<file path="src/rtl/round_controller.sv">
// Round controller: turns hit-detector level flags into single-frame bullet
// clear pulses. It also tracks per-player lives and post-hit invulnerability,
// and runs the IDLE/PLAY/OVER round state machine read by the renderer and
// the bullet logic.

// Invariant checker for the round controller's registered outputs.
module round_controller_chk #(
   parameter int unsigned LIVES = 3
) (
   input logic       frame_clk,
   input logic       Reset,
   input logic [3:0] p1_lives,
   input logic [3:0] p2_lives,
   input logic       game_active,
   input logic       game_over,
   input logic [1:0] winner
);

   // PLAY and OVER are mutually exclusive.
   a_state_excl : assert property (@(posedge frame_clk) disable iff (!Reset)
      !(game_active && game_over));

   // A winner is only ever reported while the round is over.
   a_winner_over : assert property (@(posedge frame_clk) disable iff (!Reset)
      (winner != 2'd0) |-> game_over);

   // Lives never exceed the per-round load value.
   a_p1_lives_max : assert property (@(posedge frame_clk) disable iff (!Reset)
      p1_lives <= 4'(LIVES));

   a_p2_lives_max : assert property (@(posedge frame_clk) disable iff (!Reset)
      p2_lives <= 4'(LIVES));

endmodule

module round_controller #(
   parameter int unsigned LIVES         = 3,
   parameter int unsigned INVULN_FRAMES = 60
) (
   input  logic       frame_clk,
   input  logic       Reset,
   input  logic       start,
   input  logic       player_1_hit,
   input  logic       player_2_hit,
   input  logic       armor_hit,
   input  logic       bullet_on_bullet_hit,
   output logic       bullet1_clear,
   output logic       bullet2_clear,
   output logic [3:0] p1_lives,
   output logic [3:0] p2_lives,
   output logic       p1_visible,
   output logic       p2_visible,
   output logic       game_active,
   output logic       game_over,
   output logic [1:0] winner
);

   localparam logic [3:0] LIVES_LOAD = 4'(LIVES);
   localparam logic [7:0] CNT_LOAD   = 8'(INVULN_FRAMES);

   typedef enum logic [1:0] {
      ST_IDLE = 2'd0,
      ST_PLAY = 2'd1,
      ST_OVER = 2'd2
   } round_state_t;

   round_state_t state_r, state_s;

   // Previous-frame samples used for rising-edge detection
   logic start_prev_r;
   logic p1_hit_prev_r;
   logic p2_hit_prev_r;
   logic armor_prev_r;
   logic bob_prev_r;

   // Per-player life and invulnerability state
   logic [3:0] p1_lives_r, p1_lives_s;
   logic [3:0] p2_lives_r, p2_lives_s;
   logic [7:0] p1_cnt_r,   p1_cnt_s;
   logic [7:0] p2_cnt_r,   p2_cnt_s;
   logic [1:0] winner_r,   winner_s;

   // Registered output copies
   logic b1_clear_r, b1_clear_s;
   logic b2_clear_r, b2_clear_s;
   logic p1_vis_r,   p1_vis_s;
   logic p2_vis_r,   p2_vis_s;
   logic active_r,   active_s;
   logic over_r,     over_s;

   // Rising-edge strobes
   logic start_edge_s;
   logic p1_hit_edge_s;
   logic p2_hit_edge_s;
   logic armor_edge_s;
   logic bob_edge_s;

   assign start_edge_s  = start                & ~start_prev_r;
   assign p1_hit_edge_s = player_1_hit         & ~p1_hit_prev_r;
   assign p2_hit_edge_s = player_2_hit         & ~p2_hit_prev_r;
   assign armor_edge_s  = armor_hit            & ~armor_prev_r;
   assign bob_edge_s    = bullet_on_bullet_hit & ~bob_prev_r;

   // Edge-detect history; updates every frame regardless of round state.
   // start_prev resets high so a key held through reset must be released first.
   always_ff @(posedge frame_clk or negedge Reset) begin
      if (!Reset) begin
         start_prev_r  <= 1'b1;
         p1_hit_prev_r <= 1'b0;
         p2_hit_prev_r <= 1'b0;
         armor_prev_r  <= 1'b0;
         bob_prev_r    <= 1'b0;
      end else begin
         start_prev_r  <= start;
         p1_hit_prev_r <= player_1_hit;
         p2_hit_prev_r <= player_2_hit;
         armor_prev_r  <= armor_hit;
         bob_prev_r    <= bullet_on_bullet_hit;
      end
   end

   // Round state, lives, counters and all registered outputs.
   always_ff @(posedge frame_clk or negedge Reset) begin
      if (!Reset) begin
         state_r    <= ST_IDLE;
         p1_lives_r <= LIVES_LOAD;
         p2_lives_r <= LIVES_LOAD;
         p1_cnt_r   <= 8'd0;
         p2_cnt_r   <= 8'd0;
         winner_r   <= 2'd0;
         b1_clear_r <= 1'b0;
         b2_clear_r <= 1'b0;
         p1_vis_r   <= 1'b1;
         p2_vis_r   <= 1'b1;
         active_r   <= 1'b0;
         over_r     <= 1'b0;
      end else begin
         state_r    <= state_s;
         p1_lives_r <= p1_lives_s;
         p2_lives_r <= p2_lives_s;
         p1_cnt_r   <= p1_cnt_s;
         p2_cnt_r   <= p2_cnt_s;
         winner_r   <= winner_s;
         b1_clear_r <= b1_clear_s;
         b2_clear_r <= b2_clear_s;
         p1_vis_r   <= p1_vis_s;
         p2_vis_r   <= p2_vis_s;
         active_r   <= active_s;
         over_r     <= over_s;
      end
   end

   // Next-state logic: hit handling, invulnerability, game-end and restart.
   always_comb begin
      state_s    = state_r;
      p1_lives_s = p1_lives_r;
      p2_lives_s = p2_lives_r;
      p1_cnt_s   = p1_cnt_r;
      p2_cnt_s   = p2_cnt_r;
      winner_s   = winner_r;
      b1_clear_s = 1'b0;
      b2_clear_s = 1'b0;

      case (state_r)
         ST_IDLE: begin
            p1_lives_s = LIVES_LOAD;
            p2_lives_s = LIVES_LOAD;
            p1_cnt_s   = 8'd0;
            p2_cnt_s   = 8'd0;
            winner_s   = 2'd0;
            if (start_edge_s) begin
               state_s = ST_PLAY;
            end else begin
               state_s = ST_IDLE;
            end
         end

         ST_PLAY: begin
            // Invulnerability counters tick down; a reload below overrides this.
            if (p1_cnt_r != 8'd0) begin
               p1_cnt_s = p1_cnt_r - 8'd1;
            end else begin
               p1_cnt_s = 8'd0;
            end
            if (p2_cnt_r != 8'd0) begin
               p2_cnt_s = p2_cnt_r - 8'd1;
            end else begin
               p2_cnt_s = 8'd0;
            end

            // P1 was hit by the P2 bullet: despawn that bullet.
            if (p1_hit_edge_s && (p1_cnt_r == 8'd0) && (p1_lives_r != 4'd0)) begin
               p1_lives_s = p1_lives_r - 4'd1;
               p1_cnt_s   = CNT_LOAD;
               b2_clear_s = 1'b1;
            end else begin
               p1_lives_s = p1_lives_r;
            end

            // P2 was hit by the P1 bullet: despawn that bullet.
            if (p2_hit_edge_s && (p2_cnt_r == 8'd0) && (p2_lives_r != 4'd0)) begin
               p2_lives_s = p2_lives_r - 4'd1;
               p2_cnt_s   = CNT_LOAD;
               b1_clear_s = 1'b1;
            end else begin
               p2_lives_s = p2_lives_r;
            end

            // Armor or bullet-on-bullet despawns both bullets.
            if (armor_edge_s || bob_edge_s) begin
               b1_clear_s = 1'b1;
               b2_clear_s = 1'b1;
            end else begin
               b1_clear_s = b1_clear_s;
            end

            // Game end is judged on the post-decrement lives.
            if ((p1_lives_s == 4'd0) && (p2_lives_s == 4'd0)) begin
               winner_s = 2'd3;
               state_s  = ST_OVER;
            end else if (p1_lives_s == 4'd0) begin
               winner_s = 2'd2;
               state_s  = ST_OVER;
            end else if (p2_lives_s == 4'd0) begin
               winner_s = 2'd1;
               state_s  = ST_OVER;
            end else begin
               state_s  = ST_PLAY;
            end
         end

         ST_OVER: begin
            if (start_edge_s) begin
               p1_lives_s = LIVES_LOAD;
               p2_lives_s = LIVES_LOAD;
               p1_cnt_s   = 8'd0;
               p2_cnt_s   = 8'd0;
               winner_s   = 2'd0;
               state_s    = ST_PLAY;
            end else begin
               state_s    = ST_OVER;
            end
         end

         default: begin
            state_s    = ST_IDLE;
            p1_lives_s = LIVES_LOAD;
            p2_lives_s = LIVES_LOAD;
            p1_cnt_s   = 8'd0;
            p2_cnt_s   = 8'd0;
            winner_s   = 2'd0;
         end
      endcase
   end

   // Status outputs derived from the upcoming state; sprites blink only in PLAY.
   always_comb begin
      active_s = (state_s == ST_PLAY);
      over_s   = (state_s == ST_OVER);
      if (state_s == ST_PLAY) begin
         p1_vis_s = (p1_cnt_s == 8'd0) | p1_cnt_s[2];
         p2_vis_s = (p2_cnt_s == 8'd0) | p2_cnt_s[2];
      end else begin
         p1_vis_s = 1'b1;
         p2_vis_s = 1'b1;
      end
   end

   assign bullet1_clear = b1_clear_r;
   assign bullet2_clear = b2_clear_r;
   assign p1_lives      = p1_lives_r;
   assign p2_lives      = p2_lives_r;
   assign p1_visible    = p1_vis_r;
   assign p2_visible    = p2_vis_r;
   assign game_active   = active_r;
   assign game_over     = over_r;
   assign winner        = winner_r;

   round_controller_chk #(
      .LIVES(LIVES)
   ) u_chk (
      .frame_clk  (frame_clk),
      .Reset      (Reset),
      .p1_lives   (p1_lives_r),
      .p2_lives   (p2_lives_r),
      .game_active(active_r),
      .game_over  (over_r),
      .winner     (winner_r)
   );

endmodule

</file>
<file path="config.mk">
export PLATFORM = sky130hd
export DESIGN_NAME = round_controller
export DESIGN_NICKNAME = d
export VERILOG_FILES = /design/src/rtl/round_controller.sv
export SDC_FILE = /design/constraint.sdc
export NUM_CORES = 1
export LEC_CHECK = 0
export CORE_MARGIN = 5
export CORE_UTILIZATION = 55
export DETAILED_ROUTE_END_ITERATION = 16
export PLACE_DENSITY_LB_ADDON = 0.3
export SLEW_MARGIN = 20
export SYNTH_ARGS = -nofsm -noshare
export SYNTH_HDL_FRONTEND = slang
export SYNTH_SLANG_ARGS = --single-unit
</file>
<file path="constraint.sdc">
create_clock -name frame_clk -period 4.6 [get_ports frame_clk]
set_clock_uncertainty 0.15 [all_clocks]
set_input_delay 0.46 -clock frame_clk [delete_from_list [all_inputs] [get_ports frame_clk]]
set_output_delay 0.46 -clock frame_clk [all_outputs]
set_load 0.05 [all_outputs]
</file>
==> metrics.txt, run 1 <==
max-slew violations 0; Post-Syn Nets ~280; pwr dens around 700 nW/µm²; io pins 23; unrepaired setup endpoints after global routing false; TNS Setup 0 ns; worst-margin pin slew a little over 0.9 ns; Clock Latency Late Sink ~0.29 ns; most frequent cell after synthesis dfrtp_1; Final min period about 3.4 ns; fmax about 0.3 GHz; clk root buf clkbuf_8; antenna diode count 0; worst vdd ir ~0.43 mV; Die Area ~5600 µm²; post-CTS setup buffer count 0; Area Overhead vs Synth 14.68%; post-synthesis cell count 264; worst rel slew slack roughly 38%; remaining antenna violation count after routing 0; sequential-to-total area share from yosys stat a little over two fifths; Yosys warning count 0; Crit Path Class reg2reg; Hold Violations, Final 0; most frequent cells after synthesis 32 x dfrtp_1, 28 x nand2_1, 26 x nor2_1, 26 x o21ai_0, 17 x inv_1; share of cells above drive strength 1 under 10%; vias in the first global route approximately 1,900; Starting Density around 57%; Die Y 74.81 µm; Top FF cell, synth dfrtp_1; CTS max path bufs 2; final instance area 2649 µm²; Sink Count 39; initial antenna violation count 0; Worst setup EP type flop; Synth Register Bits 39; Period Utilization, post-route about three quarters; Leak roughly 1.2 nW; routed vias ~2,000; residual DRC count 0; Port Buffers 22; HP Class in2async; first-pass GRT wire length ~8.6 mm; Hold Buf Count CTS 0; GR Util All Layers 20.30%; synthesized area roughly 2300 µm²; die width between 70 and 80 µm; Data arrival, critical path about 3.5 ns; post-synth top area share a little over a third; Clk pin slew, worst setup/hold paths 0.08 ns; num rows 23; 1st-pass router iterations 4; Synth async-reset ratio between 90% and 100%; RD Place Congestion 0.9042; Core Area 4029 µm²; status complete, no violations; largest net degree at the start of global routing 40; CTS tree yes; routed vias/inst between 6 and 7; final wirelength about 5.1 mm; Resized cells post-CTS 0; EDFF count, synth 0; top cell type by total area after synthesis dfrtp_1; number of buffers created by CTS 5; max cap viols 0; synth unique cells 47; Setup crit start kind flop; post-synthesis area per instance 8.749 µm²; Overflow after GRT 0; final net count around 300; drt wl/cell 15.30 µm; Crit Path Max Fanout 9; top post-synthesis cells by area dfrtp_1 35%, dfstp_2 8.0%, o21ai_0 5.6%, ha_1 5.4%, nand2_1 4.6%; Placed Area between 2000 and 3000 µm²; Iter 0 DRT Violations about 230; required time of the critical path ~4.7 ns; CTS H-tree depth 2; Final setup viols 0; HPWL after detailed placement about 3.5 mm
## metal layers
layer | wire length (µm) | part of all wire [%] | track usage, %
met5 | 0 | 0 | 0
met1 | 2400 | 47 | 28.36
met3 | 299 | 5.9 | 4.806
met4 | 106 | 2.1 | 8.696
met2 | 2290 | 45 | 30.24
## critical path, stage by stage (launching register included)
cell	delay, ns
dfrtp_1	0.46
inv_1	0.13
ha_1	0.20
or3b_2	0.52
nor4_2	0.70
mux2i_1	0.44
a31oi_1	0.12
or3_1	0.35
a311o_1	0.28
## power by group
group	switching, mW	leakage, nW	internal (mW)
clock	0.121	0.0515	0.137
sequential	0.0882	0.492	0.451
combinational	0.643	0.651	0.407
## registers in the layout (all words and copies together), names as in the netlist
name / count
state_r: 2
armor_prev_r: 1
p2_cnt_r: 8
winner: 2
bullet1_clear: 1
p1_cnt_r: 8
game_active: 1
game_over: 1
start_prev_r: 1
p2_lives: 4
bullet2_clear: 1
p1_visible: 1
p1_hit_prev_r: 1
p1_lives: 4
p2_visible: 1
p2_hit_prev_r: 1
bob_prev_r: 1
## cell families (layout without fill, tap and decap cells)
family,Yosys count,in the layout,synth area share [%]
xor+xnor,4,4,1.517
fa+ha+maj,10,10,5.417
mux,4,4,2.329
simple gates,100,100,21.72
flops,39,39,42.63
buf+inv,30,49,4.929
compound gates,77,77,21.45
## per-stage QoR
stage / hold slack (ns) / utilization [%] / worst slack (ns) / power, mW / std cells
floorplan: 0.01441 / - / 1.407 / 1.334 / 264
global placement: 0.3795 / 63.26 / 1.322 / 1.562 / 325
detailed placement: 0.3783 / 63.26 / 1.202 / 1.579 / 325
CTS: 0.1526 / 65.75 / 1.181 / 1.844 / 333
global route: 0.1989 / 65.75 / 0.9583 / 1.994 / 333
finish: 0.1268 / 65.75 / 1.176 / 1.847 / 333
## final cells by class
| cell class | instances | area, µm² |
|---|---|---|
| clock buffers | 8 | 100.1 |
| multi-input cells | 195 | 1211 |
| inverters | 18 | 67.56 |
| repair buffers | 23 | 222.7 |
| fillers | 346 | 1380 |
| well taps | 50 | 62.56 |
| flip-flops and latches | 39 | 984.7 |
## worst paths after layout
path | from | end | slack, ns | cells past startpoint
max in group asynchronous | Reset | p2_cnt_r[0]$_DFF_PN0_ | 3.65 | 1
min in group frame_clk | p2_lives[1]$_DFFE_PN1P_ | p2_lives[1]$_DFFE_PN1P_ | 0.39 | 2
hold reg to reg | p2_lives[1]$_DFFE_PN1P_ | p2_lives[1]$_DFFE_PN1P_ | 0.39 | 2
setup / recovery | p2_cnt_r[0]$_DFF_PN0_ | p1_visible$_DFF_PN1_ | 1.18 | 8
hold / removal | Reset | p2_lives[2]$_DFFE_PN0P_ | 0.13 | 1
setup reg to reg | p2_cnt_r[0]$_DFF_PN0_ | p1_visible$_DFF_PN1_ | 1.18 | 8
## placed cells by master (no fill, tap or decap), types with 2 or more instances in the layout
cell type         n
nor3_1           10
and2_1            5
or3_1             4
nand2b_1          4
clkdlybuf4s50_1  21
dfrtp_1          32
nand2_1          28
a21boi_0          4
mux2i_1           2
xor2_1            2
nor2_1           26
o21ai_0          26
a32o_1            2
a21oi_1          14
and3_1            2
o41a_1            2
o21a_1            2
a311o_1           2
dfstp_2           7
o22ai_1           3
clkbuf_8          7
nor4_1            4
ha_1             10
xnor2_1           2
nor3b_1           7
a31oi_1           4
a22oi_1           4
nand3_1           4
a21o_1            5
a22o_1            3
inv_1            17
(Power assumes the default switching activity.)
==> run 2: changes to the inputs <==
==> constraint.sdc (replaced) <==
create_clock -name frame_clk -period 3.6 [get_ports frame_clk]
set_clock_uncertainty 0.15 [all_clocks]
set_input_delay 0.36 -clock frame_clk [delete_from_list [all_inputs] [get_ports frame_clk]]
set_output_delay 0.36 -clock frame_clk [all_outputs]
set_load 0.05 [all_outputs]
==> run 2 against run 1 <==
Effect of this change: combinational power up 30%; routed wire length up 2.5%; global-route usage about the same; maximum frequency up 8.9%; final area down 0.19%; register-to-register slack worse by 0.72 ns; highest routed layer unchanged.
==> metrics.txt, run 2 (synthesis results as in run 1) <==
Leak 1.193 nW; Clk pin slew, worst setup/hold paths around 0.080 ns; HPWL after detailed placement 3.689 mm; status complete, no violations; remaining antenna violation count after routing 0; max-slew violations 0; Port Buffers 22; unrepaired setup endpoints after global routing false; GR Util All Layers around 20%; Core Area about 4000 µm²; worst hold slack ~0.028 ns; final net count approximately 300; Most Crowded Layer GR met2; NetSw between 1 and 1.5 mW; first-pass GRT wire length slightly below 9 mm; Worst setup EP type flop; met3 Use GR roughly 5.5%; fmax 0.3181 GHz; clk root buf clkbuf_8; number of buffers created by CTS 5; Hold Violations, Final 0; Clk pwr share about an eighth; HP Class in2async; Starting Density 57.33%; Crit Path Max Fanout 8; largest net degree at the start of global routing 40; met2 usage between 30% and 40%; routed vias between 2,000 and 2,500; M1 GR Usage 27.95%; fillers about 330; die width roughly 75 µm; RD Place Congestion roughly 0.90; Final setup viols 0; Resized cells post-CTS 0; post-CTS setup buffer count 0; Area Overhead vs Synth 14.46%; Data arrival, critical path roughly 3.2 ns; Die Y 74.81 µm; sequential power share 29.4%; register area between 900 and 1000 µm²; antenna diode count 0; Crit Path Class reg2reg; Switching Share between 40% and 50%; Period Utilization, post-route a little under 90%; max incr delay on CP ~0.62 ns; RR Startpoint p1_cnt_r[0]$_DFF_PN0_; Hold Buf Count CTS 0; share of cells above drive strength 1 slightly below 8%; crit-path cells inv_1, ha_1, or4b_1, or4_4, mux2i_4, a31oi_1, or3_1, a311o_1; Comb pwr share between 50% and 60%; Setup crit start kind flop; worst-margin pin slew ~0.85 ns; Overflow after GRT 0; Largest regs p1_cnt_r: 8 flops, p2_cnt_r: 8 flops; initial antenna violation count 0; worst reg-to-reg path cell count 8; final wirelength 5.222 mm; required time of the critical path roughly 3.7 ns; Sink Count 39; Clock Latency Late Sink slightly below 0.3 ns; multi-input logic area about 1200 µm²; worst rel slew slack 43.63%; routed vias/inst about 6.0; TNS Setup 0 ns; vias in the first global route between 1,500 and 2,000; CTS max path bufs 2; Pint between 1 and 1.5 mW; Iter 0 DRT Violations approximately 220; leading cell type in the layout, fill and taps excluded dfrtp_1; Reg2Reg Setup Slack 0.46 ns; Final min period 3.144 ns; 1st-pass router iterations 4; Die Area around 5600 µm²; residual DRC count 0; io pins 23; CTS H-tree depth 2; drt wl/cell 15.59 µm; pwr dens just under 900 nW/µm²; CP max stage cell or4_4; worst vdd ir roughly 0.48 mV; Reg-to-Reg End p1_visible$_DFF_PN1_; CTS tree yes; most frequent cells in the layout 32 x dfrtp_1, 28 x nand2_1, 26 x nor2_1, 26 x o21ai_0, 21 x clkdlybuf4s50_1; num rows 23; max cap viols 0
[run 2: changes by cell type in the layout (fill, tap and decap cells not counted), sizes merged]
cell,previous run,this run
buf,2,4
[run 2: layout make-up]
type,instances,area share [%]
Clock buffer,8,3.029
Timing Repair Buffer,25,8.992
Sequential cell,39,37.25
Tap cell,50,2.366
Inverter,18,2.556
Multi-Input combinational cell,195,45.81
[run 2: power groups by stage]
stage               Combinational [mW]  Clock [mW]  Sequential, mW
detailed placement                1.33           0           0.692
global placement                  1.33           0           0.686
floorplan                        0.874           0           0.831
global route                      1.49       0.312           0.706
finish                            1.36       0.288           0.686
CTS                               1.35       0.292           0.684
[run 2: how the worst max path moves through the flow]
stage	from	end	slack (ns)
finish	p1_cnt_r[0]$_DFF_PN0_	p1_visible$_DFF_PN1_	0.46
global route	p2_cnt_r[0]$_DFF_PN0_	p1_visible$_DFF_PN1_	0.33
detailed placement	p1_cnt_r[0]$_DFF_PN0_	p1_visible$_DFF_PN1_	0.50
global placement	p1_cnt_r[0]$_DFF_PN0_	p1_visible$_DFF_PN1_	0.58
CTS	p1_cnt_r[0]$_DFF_PN0_	p1_visible$_DFF_PN1_	0.47
floorplan	p2_cnt_r[0]$_DFF_PN0_	p1_visible$_DFF_PN1_	0.41
[run 2: through the flow]
step	utilization [%]	power, mW	instances	worst slack [ns]	area [µm²]
floorplan	-	1.705	264	0.4068	2310
global placement	63.63	2.012	327	0.5780	2564
detailed placement	63.63	2.026	327	0.4959	2564
CTS	65.62	2.326	335	0.4683	2644
global route	65.62	2.513	335	0.3346	2644
finish	65.62	2.336	335	0.4560	2644
[run 2: routing by layer]
metal | vias to the layer above | wire [µm]
met4 | 0 | 59
met3 | 9 | 353
met2 | 70 | 2419
met1 | 959 | 2389
li1 | 975 | -
met5 | - | 0
[run 2: worst max-delay path, delay by kind of cell, from the launching register on]
kind                     cells  cell delay, ns
AND/OR/NAND/NOR              3            1.59
multiplexers                 1            0.23
flip-flops                   1            0.43
AO/OA/AOI/OAI                2            0.40
buffers and inverters        1            0.10
adder cells (fa/ha/maj)      1            0.17
